`config.mk`:
```
export PLATFORM = sky130hd
export DESIGN_NAME = led_bank_arbiter
export DESIGN_NICKNAME = d
export VERILOG_FILES = /design/src/rtl/led_arb_pkg.sv /design/src/rtl/led_bank_arbiter_rr_pick.sv /design/src/rtl/led_bank_arbiter.sv
export SDC_FILE = /design/constraint.sdc
export NUM_CORES = 1
export LEC_CHECK = 0
export CAP_MARGIN = 20
export CORE_ASPECT_RATIO = 1.75
export CORE_MARGIN = 2
export CORE_UTILIZATION = 25
export CTS_BUF_LIST = sky130_fd_sc_hd__clkbuf_8
export CTS_CLUSTER_DIAMETER = 200
export DETAILED_ROUTE_END_ITERATION = 7
export DONT_BUFFER_PORTS = 1
export SYNTH_ARGS = -nofsm -noshare
export SYNTH_HDL_FRONTEND = slang
export SYNTH_SLANG_ARGS = --single-unit
```
`constraint.sdc`:
```
create_clock -name clk -period 2.5 [get_ports clk]
set_input_delay 0.5 -clock clk [delete_from_list [all_inputs] [get_ports clk]]
set_output_delay 0.5 -clock clk [all_outputs]
set_load 0.005 [all_outputs]
```
`src/rtl/led_arb_pkg.sv`:
```
// Shared types and helpers for the LED bank arbiter: FSM states, default sizes,
// and one-hot <-> index conversion used by the grant logic.
package led_arb_pkg;

  typedef enum logic [1:0] {
    ST_IDLE = 2'd0,
    ST_HOLD = 2'd1,
    ST_OPEN = 2'd2
  } state_e;

  localparam int DEF_N_REQ       = 4;
  localparam int DEF_WIDTH       = 8;
  localparam int DEF_HOLD_CYCLES = 16;

  function automatic logic [31:0] idx2onehot(input int idx);
    return 32'd1 << idx;
  endfunction

  function automatic int onehot2idx(input logic [31:0] oh);
    int idx;
    idx = 0;
    for (int k = 31; k >= 0; k--) begin
      if (oh[k]) idx = k;
    end
    return idx;
  endfunction

endpackage

```
`src/rtl/led_bank_arbiter_rr_pick.sv`:
```
// Combinational round-robin picker: first asserted req searching upward from
// (ptr+1) mod N_REQ with wrap-around.
module rr_pick #(
  parameter int N_REQ = 4
) (
  input  logic [N_REQ-1:0]         req,
  input  logic [$clog2(N_REQ)-1:0] ptr,
  output logic                     valid,
  output logic [$clog2(N_REQ)-1:0] index
);

  localparam int IDX_W = $clog2(N_REQ);

  logic [2*N_REQ-1:0] dbl;
  logic [2*N_REQ-1:0] shifted;
  logic [N_REQ-1:0]   rot;
  int                 off;

  // Rotate so bit 0 of rot is the requester just after ptr.
  always_comb begin
    dbl     = {req, req};
    shifted = dbl >> (int'(ptr) + 1);
    rot     = shifted[N_REQ-1:0];
    valid   = 1'b0;
    off     = 0;
    for (int k = N_REQ - 1; k >= 0; k--) begin
      if (rot[k]) begin
        valid = 1'b1;
        off   = k;
      end
    end
    index = IDX_W'((int'(ptr) + 1 + off) % N_REQ);
  end

endmodule

```
`src/rtl/led_bank_arbiter.sv`:
```
// Round-robin arbiter sharing one LED bank between N_REQ requesters, with a
// minimum hold window per grant and a registered LED drive of the owner's data.
module led_bank_arbiter
  import led_arb_pkg::*;
#(
  parameter int N_REQ       = DEF_N_REQ,
  parameter int WIDTH       = DEF_WIDTH,
  parameter int HOLD_CYCLES = DEF_HOLD_CYCLES
) (
  input  logic                     clk,
  input  logic                     rst,
  input  logic [N_REQ-1:0]         req,
  input  logic [N_REQ*WIDTH-1:0]   data,
  output logic [N_REQ-1:0]         gnt,
  output logic [$clog2(N_REQ)-1:0] owner,
  output logic                     busy,
  output logic [WIDTH-1:0]         ld
);

  localparam int IDX_W = $clog2(N_REQ);
  localparam int CNT_W = $clog2(HOLD_CYCLES + 1);

  state_e             state_q, state_d;
  logic [CNT_W-1:0]   cnt_q, cnt_d;
  logic [IDX_W-1:0]   ptr_q, ptr_d;
  logic [IDX_W-1:0]   owner_q, owner_d;
  logic               busy_q, busy_d;
  logic [N_REQ-1:0]   gnt_q, gnt_d;
  logic [WIDTH-1:0]   ld_q, ld_d;

  logic [N_REQ-1:0]   own_oh;
  logic [N_REQ-1:0]   req_others;
  logic               owner_req;
  logic               pick_valid;
  logic [IDX_W-1:0]   pick_idx;
  logic               grant_new;
  logic               go_idle;
  logic               arb_open;

  // The current owner is masked out so the same picker serves fresh grants,
  // release hand-offs and open-window switches.
  always_comb begin
    own_oh     = busy_q ? N_REQ'(idx2onehot(int'(owner_q))) : '0;
    req_others = req & ~own_oh;
    owner_req  = busy_q && ((req & own_oh) != '0);
  end

  rr_pick #(.N_REQ(N_REQ)) u_pick (
    .req   (req_others),
    .ptr   (ptr_q),
    .valid (pick_valid),
    .index (pick_idx)
  );

  always_ff @(posedge clk) begin
    if (rst) begin
      state_q <= ST_IDLE;
      cnt_q   <= '0;
      ptr_q   <= IDX_W'(N_REQ - 1);
      owner_q <= '0;
      busy_q  <= 1'b0;
      gnt_q   <= '0;
      ld_q    <= '0;
    end else begin
      state_q <= state_d;
      cnt_q   <= cnt_d;
      ptr_q   <= ptr_d;
      owner_q <= owner_d;
      busy_q  <= busy_d;
      gnt_q   <= gnt_d;
      ld_q    <= ld_d;
    end
  end

  // An expired hold window is arbitrated in the same cycle as OPEN, so a
  // pending requester takes over exactly HOLD_CYCLES cycles after the grant.
  always_comb begin
    state_d   = state_q;
    cnt_d     = cnt_q;
    ptr_d     = ptr_q;
    owner_d   = owner_q;
    busy_d    = busy_q;
    grant_new = 1'b0;
    go_idle   = 1'b0;
    arb_open  = 1'b0;

    unique case (state_q)
      ST_IDLE: begin
        if (pick_valid) grant_new = 1'b1;
      end
      ST_HOLD: begin
        if (!owner_req) begin
          if (pick_valid) grant_new = 1'b1;
          else            go_idle   = 1'b1;
        end else if (cnt_q != '0) begin
          cnt_d = cnt_q - CNT_W'(1);
        end else begin
          arb_open = 1'b1;
        end
      end
      ST_OPEN: arb_open = 1'b1;
      default: go_idle = 1'b1;
    endcase

    if (arb_open) begin
      if (pick_valid)      grant_new = 1'b1;
      else if (!owner_req) go_idle   = 1'b1;
      else                 state_d   = ST_OPEN;
    end

    if (grant_new) begin
      state_d = ST_HOLD;
      cnt_d   = CNT_W'(HOLD_CYCLES - 1);
      owner_d = pick_idx;
      ptr_d   = pick_idx;
      busy_d  = 1'b1;
    end else if (go_idle) begin
      state_d = ST_IDLE;
      cnt_d   = '0;
      owner_d = '0;
      busy_d  = 1'b0;
    end
  end

  always_comb begin
    gnt_d = busy_d ? N_REQ'(idx2onehot(int'(owner_d))) : '0;
    ld_d  = busy_d ? data[int'(owner_d)*WIDTH +: WIDTH] : '0;
  end

  assign gnt   = gnt_q;
  assign owner = owner_q;
  assign busy  = busy_q;
  assign ld    = ld_q;

endmodule

```
==> run metrics <==
result of the run complete, but fails checks; violated checks setup timing; Syn-to-layout area delta 26.9%; Worst setup SP type flip-flop; TritonCTS clock tree done; Final TNS setup -1.51 ns; max_slew headroom 0.766; EDFF count, synth 0; number of antenna violations at the first check in global routing 0; Final Hold Violating Endpoints 0; cell taking the most area after synthesis sky130_fd_sc_hd__dfxtp_1; hold-fix buffers at CTS 0; worst min-delay path class input port to flip-flop; clock sink count 24; final core utilization 0.325; DRT Wirelength 3700 um; static leakage approximately 0.76 nW; fraction of the yosys area taken by sequential cells 0.324; top cells by area, synth sky130_fd_sc_hd__dfxtp_1 (32%), sky130_fd_sc_hd__mux2i_1 (14%), sky130_fd_sc_hd__a21oi_1 (4.4%), sky130_fd_sc_hd__ha_1 (4.2%), sky130_fd_sc_hd__o22ai_1 (3.8%); largest net degree at the start of global routing 15; CP max FO 5; Via-to-Cell Ratio 4.99; Clock Path Buffers 2; clock latency at the later pin of the worst-skew pair 0.27 ns; DR pass1 iterations 4; number of register bits inferred by synthesis 24; dpl hpwl 2800 um; DR WL/cell 14.3 um; Final Max Slew Viols 0; Final GP Congestion around 0.76; slew at the pin with the worst max-slew slack 0.348 ns; global-route wire length before repair 6030 um; Die Y between 100 and 150 um; share of the clock period used by the worst path after layout 1.07; minimum clock period after layout between 2 and 3 ns; Die Footprint between 0.006 and 0.007 mm2; Final Skew 0.0140 ns; number of DRC violations after detailed routing 0; share of synthesized registers carrying an async set or reset 0; unrepaired setup endpoints after global routing yes; Synth top area share 0.324; Final Instance Count excl. Fillers 258; final antenna-violating net count 0; endpoint required time on the critical path 2.65 ns; number of instances in the synthesized netlist 160; post-synth net total 203; number of global-route vias before repair 1319; top flip-flop cell by instance count after synthesis sky130_fd_sc_hd__dfxtp_1; largest voltage drop on the vdd net ~570 uV; Rows 37; starting density of the core 0.256; total routing usage reported by global routing 0.115; worst slack at placement -0.234 ns; vias 1288; IO Count 53; die extent in x 62.2 um; Worst Setup Slack, final -0.176 ns; cell count after placement 249; start-to-end type of the worst setup path flip-flop to flip-flop; setup violators final 12; residual overflow from global routing 0; share of layout cells above drive strength 1 0.239; type of element capturing the critical path flip-flop; clock transition at the registers of the reported paths roughly 0.1 ns; total clock buffers created by CTS 3; I/O Buffers 0; count of distinct cell types in the synthesized netlist just under 50; Fmax about 370 MHz; area of the core 0.00579 mm2; mean area per synthesized cell 9.27 um2; synthesized cell area 0.00148 mm2; Power Dens Cells 1280 mW/mm2; root buffer selected by CTS sky130_fd_sc_hd__clkbuf_8; count of antenna diodes in the layout 0; layout net count 224; number of design-rule violations left by the first detailed-router iteration 59; Clock H-tree levels 1; Worst EP arrival 2.83 ns; worst-case hold slack between 0.2 and 0.3 ns; # Max-Cap Violations 0; Syn. warnings 0
## cell usage after synthesis, types with 2 or more instances
master,count
sky130_fd_sc_hd__a22oi_1,2
sky130_fd_sc_hd__nor3b_1,3
sky130_fd_sc_hd__dfxtp_1,24
sky130_fd_sc_hd__nand2b_1,3
sky130_fd_sc_hd__mux2i_1,20
sky130_fd_sc_hd__inv_1,8
sky130_fd_sc_hd__and3_1,2
sky130_fd_sc_hd__a21oi_1,13
sky130_fd_sc_hd__a31oi_1,3
sky130_fd_sc_hd__o221ai_1,2
sky130_fd_sc_hd__nor2_1,7
sky130_fd_sc_hd__nor2b_1,2
sky130_fd_sc_hd__nand4bb_1,2
sky130_fd_sc_hd__nand2_1,5
sky130_fd_sc_hd__nand3b_1,4
sky130_fd_sc_hd__buf_6,2
sky130_fd_sc_hd__ha_1,5
sky130_fd_sc_hd__o22ai_1,9
sky130_fd_sc_hd__and2_1,4
sky130_fd_sc_hd__buf_2,2
sky130_fd_sc_hd__nor3_1,6
sky130_fd_sc_hd__or4b_1,2
sky130_fd_sc_hd__o21a_1,2
sky130_fd_sc_hd__o21ai_1,3
## sequential cells by signal, indices dropped and copies added, names as in the netlist
name     count
busy         1
cnt_q        5
gnt          4
ld           8
owner        2
ptr_q        2
state_q      2
## worst max-delay path, stage by stage (launching register included)
cell                        delay [ns]
sky130_fd_sc_hd__dfxtp_2          0.35
sky130_fd_sc_hd__or4b_4           0.53
sky130_fd_sc_hd__o221ai_2         0.09
sky130_fd_sc_hd__or3b_4           0.40
sky130_fd_sc_hd__o2111ai_2        0.09
sky130_fd_sc_hd__ha_2             0.22
sky130_fd_sc_hd__nor3_2           0.06
sky130_fd_sc_hd__o32ai_4          0.24
sky130_fd_sc_hd__buf_12           0.17
sky130_fd_sc_hd__buf_12           0.12
sky130_fd_sc_hd__mux2i_1          0.19
sky130_fd_sc_hd__o22ai_1          0.09
## final cells by class
| class | instances | area [um2] |
|---|---|---|
| Fill cell | 613 | 3910 |
| Clock buffer | 3 | 41.3 |
| Clock inverter | 1 | 30.0 |
| Multi-Input combinational cell | 120 | 943 |
| Inverter | 9 | 33.8 |
| Sequential cell | 24 | 485 |
| Tap cell | 78 | 97.6 |
| Timing Repair Buffer | 23 | 250 |
## repair_timing
| action | in CTS | in global routing |
|---|---|---|
| setup endpoints to repair | 11 | 13 |
| cloned | 2 | 0 |
| resized for setup | 8 | 4 |
| buffers inserted | 2 | 1 |
| pin swaps | 7 | 4 |
## metrics by stage
step / cell area (um2) / total power [mW]
2_1_floorplan: 1480 / 1.45
3_3_place_gp: 1680 / 1.74
3_5_place_dp: 1680 / 1.75
4_1_cts: 1860 / 2.40
5_1_grt: 1880 / 2.58
6_report: 1880 / 2.40
## where the power goes
group          leakage, nW  switching (mW)  internal [mW]
registers            0.200          0.0987          0.506
logic                0.529           0.609          0.849
clock network       0.0357           0.128          0.214
## cells by family after synthesis
family / synth area share
simple gates: 0.197
xor+xnor: 0.0118
buf+inv: 0.0624
flops: 0.324
fa+ha+maj: 0.0422
mux: 0.150
compound gates: 0.212
## routing by layer
layer / track usage / up-vias / share of wire / wire length (um)
li1: - / 636 / - / -
met1: 0.106 / 602 / 0.36 / 1330
met2: 0.236 / 46 / 0.57 / 2110
met3: 0.0224 / 4 / 0.055 / 204
met4: 0.0476 / 0 / 0.016 / 61
met5: 0 / - / 0 / 0
## cells in the final DEF, fill, tap and decap left out, types with 3 or more instances in the layout
cell	synthesis	routed
sky130_fd_sc_hd__inv_1	8	8
sky130_fd_sc_hd__o21ai_1	3	3
sky130_fd_sc_hd__clkbuf_8	0	3
sky130_fd_sc_hd__nor2_1	7	7
sky130_fd_sc_hd__nor3_1	6	6
sky130_fd_sc_hd__o22ai_1	9	9
sky130_fd_sc_hd__dfxtp_1	24	22
sky130_fd_sc_hd__nand3b_1	4	4
sky130_fd_sc_hd__and2_1	4	4
sky130_fd_sc_hd__nor3b_1	3	3
sky130_fd_sc_hd__nand2_1	5	5
sky130_fd_sc_hd__nand2b_1	3	3
sky130_fd_sc_hd__ha_1	5	4
sky130_fd_sc_hd__buf_4	1	18
sky130_fd_sc_hd__a21oi_1	13	13
sky130_fd_sc_hd__mux2i_1	20	20
sky130_fd_sc_hd__buf_12	0	3
## worst paths after layout
| kind | startpoint | end | slack (ns) | cells past startpoint |
|---|---|---|---|---|
| setup / recovery | owner[1]$_SDFF_PP0_ | ld[2]$_SDFF_PP0_ | -0.18 | 11 |
| hold / removal | rst | owner[1]$_SDFF_PP0_ | 0.28 | 1 |
| setup reg to reg | owner[1]$_SDFF_PP0_ | ld[2]$_SDFF_PP0_ | -0.18 | 11 |
| hold reg to reg | cnt_q[4]$_SDFFE_PP0P_ | cnt_q[4]$_SDFFE_PP0P_ | 0.50 | 2 |
(Power assumes the default switching activity.)
